--- config.mk ---
export PLATFORM = sky130hd
export DESIGN_NAME = bg_scroll_gen
export DESIGN_NICKNAME = d
export VERILOG_FILES = /design/src/rtl/bg_scroll_gen.sv
export SDC_FILE = /design/constraint.sdc
export NUM_CORES = 1
export LEC_CHECK = 0
export CORE_MARGIN = 4
export CORE_UTILIZATION = 30
export DETAILED_ROUTE_END_ITERATION = 6
export DONT_BUFFER_PORTS = 1
export GPL_TIMING_DRIVEN = 0
export PLACE_DENSITY = 0.45
export REMOVE_ABC_BUFFERS = 1
export SLEW_MARGIN = 20
export SYNTH_ARGS = -nofsm -noshare
export SYNTH_HDL_FRONTEND = slang
export SYNTH_SLANG_ARGS = --single-unit
--- constraint.sdc ---
create_clock -name master_clk -period 2.6 [get_ports master_clk]
set_input_delay 0.39 -clock master_clk [delete_from_list [all_inputs] [get_ports master_clk]]
set_output_delay 0.39 -clock master_clk [all_outputs]
set_load 0.01 [all_outputs]
--- src/rtl/bg_scroll_gen.sv ---
// rtl/bg_scroll_gen.sv - background scroll coordinate generator (optional BG_SCROLL_RASTER_EN: per-line shadow transfer)
module bg_scroll_gen #(
    parameter logic [8:0] H_OFFSET = 9'd0,
    parameter logic [7:0] V_OFFSET = 8'd0
) (
    input  logic       master_clk,
    input  logic       reset,
    input  logic       pixel_ce,
    input  logic       hblank,
    input  logic       vblank,
    input  logic       SCREEN_FLIP,
    input  logic       scroll_wr,
    input  logic [1:0] scroll_sel,
    input  logic [7:0] CPU_DIN,
    output logic [8:0] HPIXSCRL,
    output logic [7:0] VPIXSCRL,
    output logic       scroll_pending
);

    logic [8:0] shadow_x, shadow_x_nxt, active_x, h_cnt;
    logic [7:0] shadow_y, shadow_y_nxt, active_y, v_cnt;
    logic       hblank_q, vblank_q;
    logic       hb_rise, hb_fall, vb_rise, vb_fall;
    logic       wr_valid, xfer;

    assign hb_rise  = hblank & ~hblank_q;
    assign hb_fall  = ~hblank & hblank_q;
    assign vb_rise  = vblank & ~vblank_q;
    assign vb_fall  = ~vblank & vblank_q;
    assign wr_valid = scroll_wr && (scroll_sel != 2'd3);

`ifdef BG_SCROLL_RASTER_EN
    assign xfer = vb_rise | hb_rise;
`else
    assign xfer = vb_rise;
`endif

    // Shadow values including this cycle's CPU write, so a transfer in the same cycle picks it up
    always_comb begin
        shadow_x_nxt = shadow_x;
        shadow_y_nxt = shadow_y;
        if (scroll_wr) begin
            case (scroll_sel)
                2'd0:    shadow_x_nxt = {shadow_x[8], CPU_DIN};
                2'd1:    shadow_x_nxt = {CPU_DIN[0], shadow_x[7:0]};
                2'd2:    shadow_y_nxt = CPU_DIN;
                default: ;
            endcase
        end
    end

    // Blank edge detection flops
    always_ff @(posedge master_clk or posedge reset) begin
        if (reset) begin
            hblank_q <= 1'b0;
            vblank_q <= 1'b0;
        end else begin
            hblank_q <= hblank;
            vblank_q <= vblank;
        end
    end

    // Shadow registers, double-buffer transfer and pending flag
    always_ff @(posedge master_clk or posedge reset) begin
        if (reset) begin
            shadow_x       <= 9'd0;
            shadow_y       <= 8'd0;
            active_x       <= 9'd0;
            active_y       <= 8'd0;
            scroll_pending <= 1'b0;
        end else begin
            shadow_x <= shadow_x_nxt;
            shadow_y <= shadow_y_nxt;
            if (xfer) begin
                active_x       <= shadow_x_nxt;
                active_y       <= shadow_y_nxt;
                scroll_pending <= 1'b0;
            end else if (wr_valid) begin
                scroll_pending <= 1'b1;
            end
        end
    end

    // Horizontal counter: preload at line start, count visible pixels
    always_ff @(posedge master_clk or posedge reset) begin
        if (reset) begin
            h_cnt <= 9'd0;
        end else if (hb_fall) begin
            h_cnt <= active_x + H_OFFSET;
        end else if (pixel_ce && !hblank_q) begin
            h_cnt <= h_cnt + 9'd1;
        end
    end

    // Vertical counter: preload at frame start, count visible lines
    always_ff @(posedge master_clk or posedge reset) begin
        if (reset) begin
            v_cnt <= 8'd0;
        end else if (vb_fall) begin
            v_cnt <= active_y + V_OFFSET;
        end else if (hb_rise && !vblank_q) begin
            v_cnt <= v_cnt + 8'd1;
        end
    end

    // Output register with screen flip applied
    always_ff @(posedge master_clk or posedge reset) begin
        if (reset) begin
            HPIXSCRL <= 9'd0;
            VPIXSCRL <= 8'd0;
        end else begin
            HPIXSCRL <= h_cnt ^ {9{SCREEN_FLIP}};
            VPIXSCRL <= v_cnt ^ {8{SCREEN_FLIP}};
        end
    end

endmodule

Yosys cells after proc, flatten, opt, wreduce, memory -nomap -nowiden
Index checks and enable logic that the tools add are counted.
Widths: inputs -> output; s select.
- bits in registers: 71
- input bits: 17
- output and inout port bits: 18
- word-level logic and storage cells: 45
- add/subtract/negate cells: 2
- equality and inequality tests: 3
- muxes and demuxes: 10
- bitwise operators: 10
- reductions and logical operators: 9
- operator list (kind ; count):
    $mux 8 ; 4
    $mux 9 ; 3
    $pmux 9 s2 ; 1
    $add 9x1->9 const B ; 1
    $xor 9x9->9 ; 1
    $add 8x1->8 const B ; 1
    $xor 8x8->8 ; 1
    $reduce_bool 2->1 ; 3
    $and 1x1->1 ; 4
    $not 1->1 ; 4
    $logic_and 1x1->1 ; 3
    $eq 2x1->1 const B ; 1
    $eq 2x2->1 const B ; 1
    $logic_not 1->1 ; 2
    $logic_not 2->1 ; 1
    $mux 1 ; 2
    $ne 2x2->1 const B ; 1

Longest topological paths before layout
- depth in word-level cells: 5
- gate-level depth with buffers: 4
- gate-level depth less buffers: 4

Worst setup path after synthesis
Ideal clock, no wire load.
- path kind: register -> register
- start point: register vblank_q
- end point: register v_cnt[5]
- setup time: 0.069 ns
- arrival: 1.507 ns
- data required time: 2.531 ns
- path slack: 1.023 ns
- stages on the path, launching flop included: 5
- path buffers: 1
- clock period less this slack: 1.577 ns
- cell sequence: dfrtp_1 > or3b_4 > buf_6 > or4_1 > nand3_1
- longest elaborated chain between the ends: 3
- elaborated cells between the ends (all ways): 5
- those cells by class: mux (1); bitwise (1); reduce/logical (3)
- ends and longest elaborated chain (element ; RTL line ; source):
    start, declared ; 22 ; logic hblank_q, vblank_q;
    start signal, assigned ; 59 ; vblank_q <= vblank;
    $logic_not 1->1 ; 101 ; end else if (hb_rise && !vblank_q) begin
    $logic_and 1x1->1 ; 101 ;
    $reduce_bool 2->1 (no source line) ; -- ;
    end signal, assigned ; 100 ; v_cnt <= active_y + V_OFFSET;
    end signal, assigned ; 102 ; v_cnt <= v_cnt + 8'd1;
    end, declared ; 21 ; logic [7:0] shadow_y, shadow_y_nxt, active_y, v_cnt;
Parallel ways exist; a longest one is shown, timed or not.
A chain may end at the register's enable or synchronous reset.

Final worst setup path
- start point: register vblank_q
- end point: register v_cnt[3]
Same word-level chain as after synthesis.

==> out/results.txt <==
Area Growth Syn to Fin = 12.8%
Comb power frac = 13.7%
Part of the power in registers = 54.7%
Final Max Slew Viols = 0
CP arrival = 2.01 ns
Vias = 1,760
Ratio of cells with drive above 1 in the final layout = 26.0%
Mapped Cells = 222
Reg2reg path depth = 3
Dpl ws = 0.771 ns
Drt total wl = 6.03 mm
Reg2reg start = vblank_q$_DFF_PP0_
Clock slew at reported path FFs = 0.07 ns
Area of the multi-input gates = 1170 µm²
Vias/cell = 4.84
Max-cap violations = 0
Starting Density = 30.7%
N_diodes = 0
Worst slew pin tran = 0.961 ns
Detailed Place HPWL = 4.14 mm
Leading cell type in the layout, fill and taps excluded = dfrtp_1
HP Class = in2reg
Hold Path End = vblank_q$_DFF_PP0_
Final ANT Viol Nets = 0
Global-route wire length before repair = 9.74 mm
Nature of the critical path startpoint = register
Flops & latches, synth = 71
Crit share post-route = 68.9%
RD Place Congestion = 0.735
Worst Hold Depth = 0
Final Instance Count excl. Fillers = 364
Cts bufs inserted = 9
Area leader, netlist = dfrtp_1
GR Util All Layers = 11.2%
CP max stage delay = 0.52 ns
Vias in the first global route = 1,782
Root Buffer = clkbuf_8
Pwr dens = 920 nW/µm²
Unique masters post-synth = 33
Clock Sinks = 71
Core area = 9770 µm²
NumNets Final = 245
Switching Share = 27.9%
Layout Skew = 0.00659 ns
Die H = 108 µm
H-Tree Level Count = 3
Crit Path Max Fanout = 8
Buf/Inv on CP = 0
1st-iter DRT viols = 70
Slew HR = 35.9%
# IOs = 35
Die Width = 108 µm
Setup TNS = 0 ns
Clock power share = 31.7%
CTS tree = done
Synthesized area per cell = 13.5 µm²
Most frequent cells in the layout = 71 x dfrtp_1, 38 x mux2_2, 17 x xor2_1
Fin. Hold Viols = 0
Worst setup EP type = register
# fillers = 1,002
Syn Std Cell Area = 3000 µm²
Main area contributors after synthesis = dfrtp_1 59%, mux2_2 14%, xor2_1 5.0%
Worst reg2reg path endpoint = v_cnt[3]$_DFFE_PP0P_
Critical Path Slowest Stage Cell = nor3b_2
DR pass1 iterations = 4
Port Buf Inserts = 0
Seq/Total Area, Yosys = 59.2%
P_int = 2250 µW
Tmin final = 1.79 ns
Die area = 11,700 µm²
Dpl cells = 347
Grt total ovfl = 0
Std-Cell Rows = 36
Psw = 869 µW
Maximum vdd drop = 0.000342 V
Tot Pwr = 3120 µW
Status = completed
Final setup viols = 0
Post-CTS sizing = 0
Setup ws final = 0.809 ns
CTS Buffer Depth = 2
Critical path depth = 3
Yosys warning count = 0
RSZ-0062 raised after global routing = no
Register area = 1780 µm²
R2r setup slk = 0.81 ns
Initial antenna violation count = 0
CP delay by family, top = simple AND/OR/NAND/NOR gates
Leak Pwr = 0.00141 µW
Skew-Pair Late Insertion Delay = 0.34 ns
Largest net degree at the start of global routing = 57
Crit path cell chain = nor3b_2 -> mux2_2 -> a221o_1
Worst EP required = 2.82 ns
DRC viols = 0
WL/cell = 16.6 µm
Fmax = 0.558 GHz
Synth top area share = 59.2%
HP Start = vblank
Critical path class = reg2reg
==> power groups by stage <==
stage / clock network [µW] / registers (µW) / logic [µW]
global placement: 0 / 1720 / 417
CTS: 1030 / 1710 / 435
floorplan: 0 / 1640 / 363
global route: 1070 / 1750 / 480
finish: 988 / 1700 / 426
detailed placement: 0 / 1730 / 432
==> through the flow <==
stage	hold slack (ns)	area (µm²)	util, %
final	0.0729	3390	34.7
after global placement	0.422	3120	32.0
after global routing	0.0457	3390	34.7
after detailed placement	0.211	3150	32.3
after CTS	0.0504	3390	34.7
after floorplan	0.421	2960	-
==> layout make-up <==
| type | instances | share of cell area (%) |
|---|---|---|
| Sequential cell | 71 | 52.5 |
| Multi-Input combinational cell | 140 | 34.6 |
| Tap cell | 133 | 4.91 |
| Clock buffer | 13 | 4.69 |
| Clock inverter | 3 | 1.92 |
| Timing Repair Buffer | 2 | 1.11 |
| Inverter | 2 | 0.296 |
==> worst reg2reg max path: cells and delay by family (launching register included) <==
kind / cells / cell delay [ns]
AO/OA/AOI/OAI: 1 / 0.29
flip-flops: 1 / 0.46
multiplexers: 1 / 0.40
AND/OR/NAND/NOR: 1 / 0.52
==> layer usage <==
layer  global-route usage, %  vias to the layer above  share of wire [%]
met4                    4.33                        0                1.7
met1                    15.5                      888                 49
met5                       0                        -                  0
met3                    4.78                       10                6.3
met2                    15.3                       42                 43
li1                        -                      820                  -
==> synthesized netlist by cell type <==
cell type / count
a21boi_0: 1
mux2i_1: 2
a211oi_1: 2
clkbuf_1: 5
buf_2: 3
o22ai_1: 1
o211ai_1: 6
ha_1: 2
a31oi_1: 5
nand4_1: 2
or3b_4: 1
or4_1: 6
and3b_2: 3
o311ai_0: 2
nand2b_1: 4
nor3b_2: 2
inv_1: 2
nor2b_1: 3
o21a_1: 1
a22oi_1: 1
nor3b_1: 2
mux2_2: 38
nor3_1: 7
and3b_1: 2
buf_6: 1
nor2_1: 3
nand3b_1: 2
nand2_1: 6
a221o_1: 6
xor2_1: 17
nand3_1: 12
dfrtp_1: 71
nand4b_1: 1
==> repair_timing <==
| action | in CTS | in global routing |
|---|---|---|
| hold endpoints to repair | 15 | 0 |
| setup buffers | 0 | 0 |
| hold buffers | 1 | 0 |
==> registers in the layout, indices dropped and copies added (netlist names), 8 cells and up <==
name	flops
v_cnt	8
VPIXSCRL	8
HPIXSCRL	9
h_cnt	9
shadow_y	8
active_x	9
shadow_x	9
active_y	8
==> cells by family after synthesis <==
| kind of cell | after synthesis | synth area share (%) |
|---|---|---|
| AO/OA/AOI/OAI | 25 | 6.59 |
| XOR/XNOR | 17 | 4.96 |
| adder cells (fa/ha/maj) | 2 | 0.834 |
| buffers and inverters | 11 | 1.75 |
| flip-flops | 71 | 59.2 |
| multiplexers | 40 | 14.9 |
| AND/OR/NAND/NOR | 56 | 11.8 |
==> worst max-delay path by stage <==
stage	start	end	slack (ns)
after floorplan	reset	HPIXSCRL[0]$_DFF_PP0_	0.41
after global placement	reset	active_x[5]$_DFFE_PP0P_	-0.44
after detailed placement	scroll_sel[1]	active_x[4]$_DFFE_PP0P_	0.77
after CTS	vblank_q$_DFF_PP0_	active_x[1]$_DFFE_PP0P_	0.76
after global routing	vblank_q$_DFF_PP0_	active_x[2]$_DFFE_PP0P_	0.67
final	vblank_q$_DFF_PP0_	v_cnt[3]$_DFFE_PP0P_	0.81
Note: power is estimated with default switching activity, not from simulation.
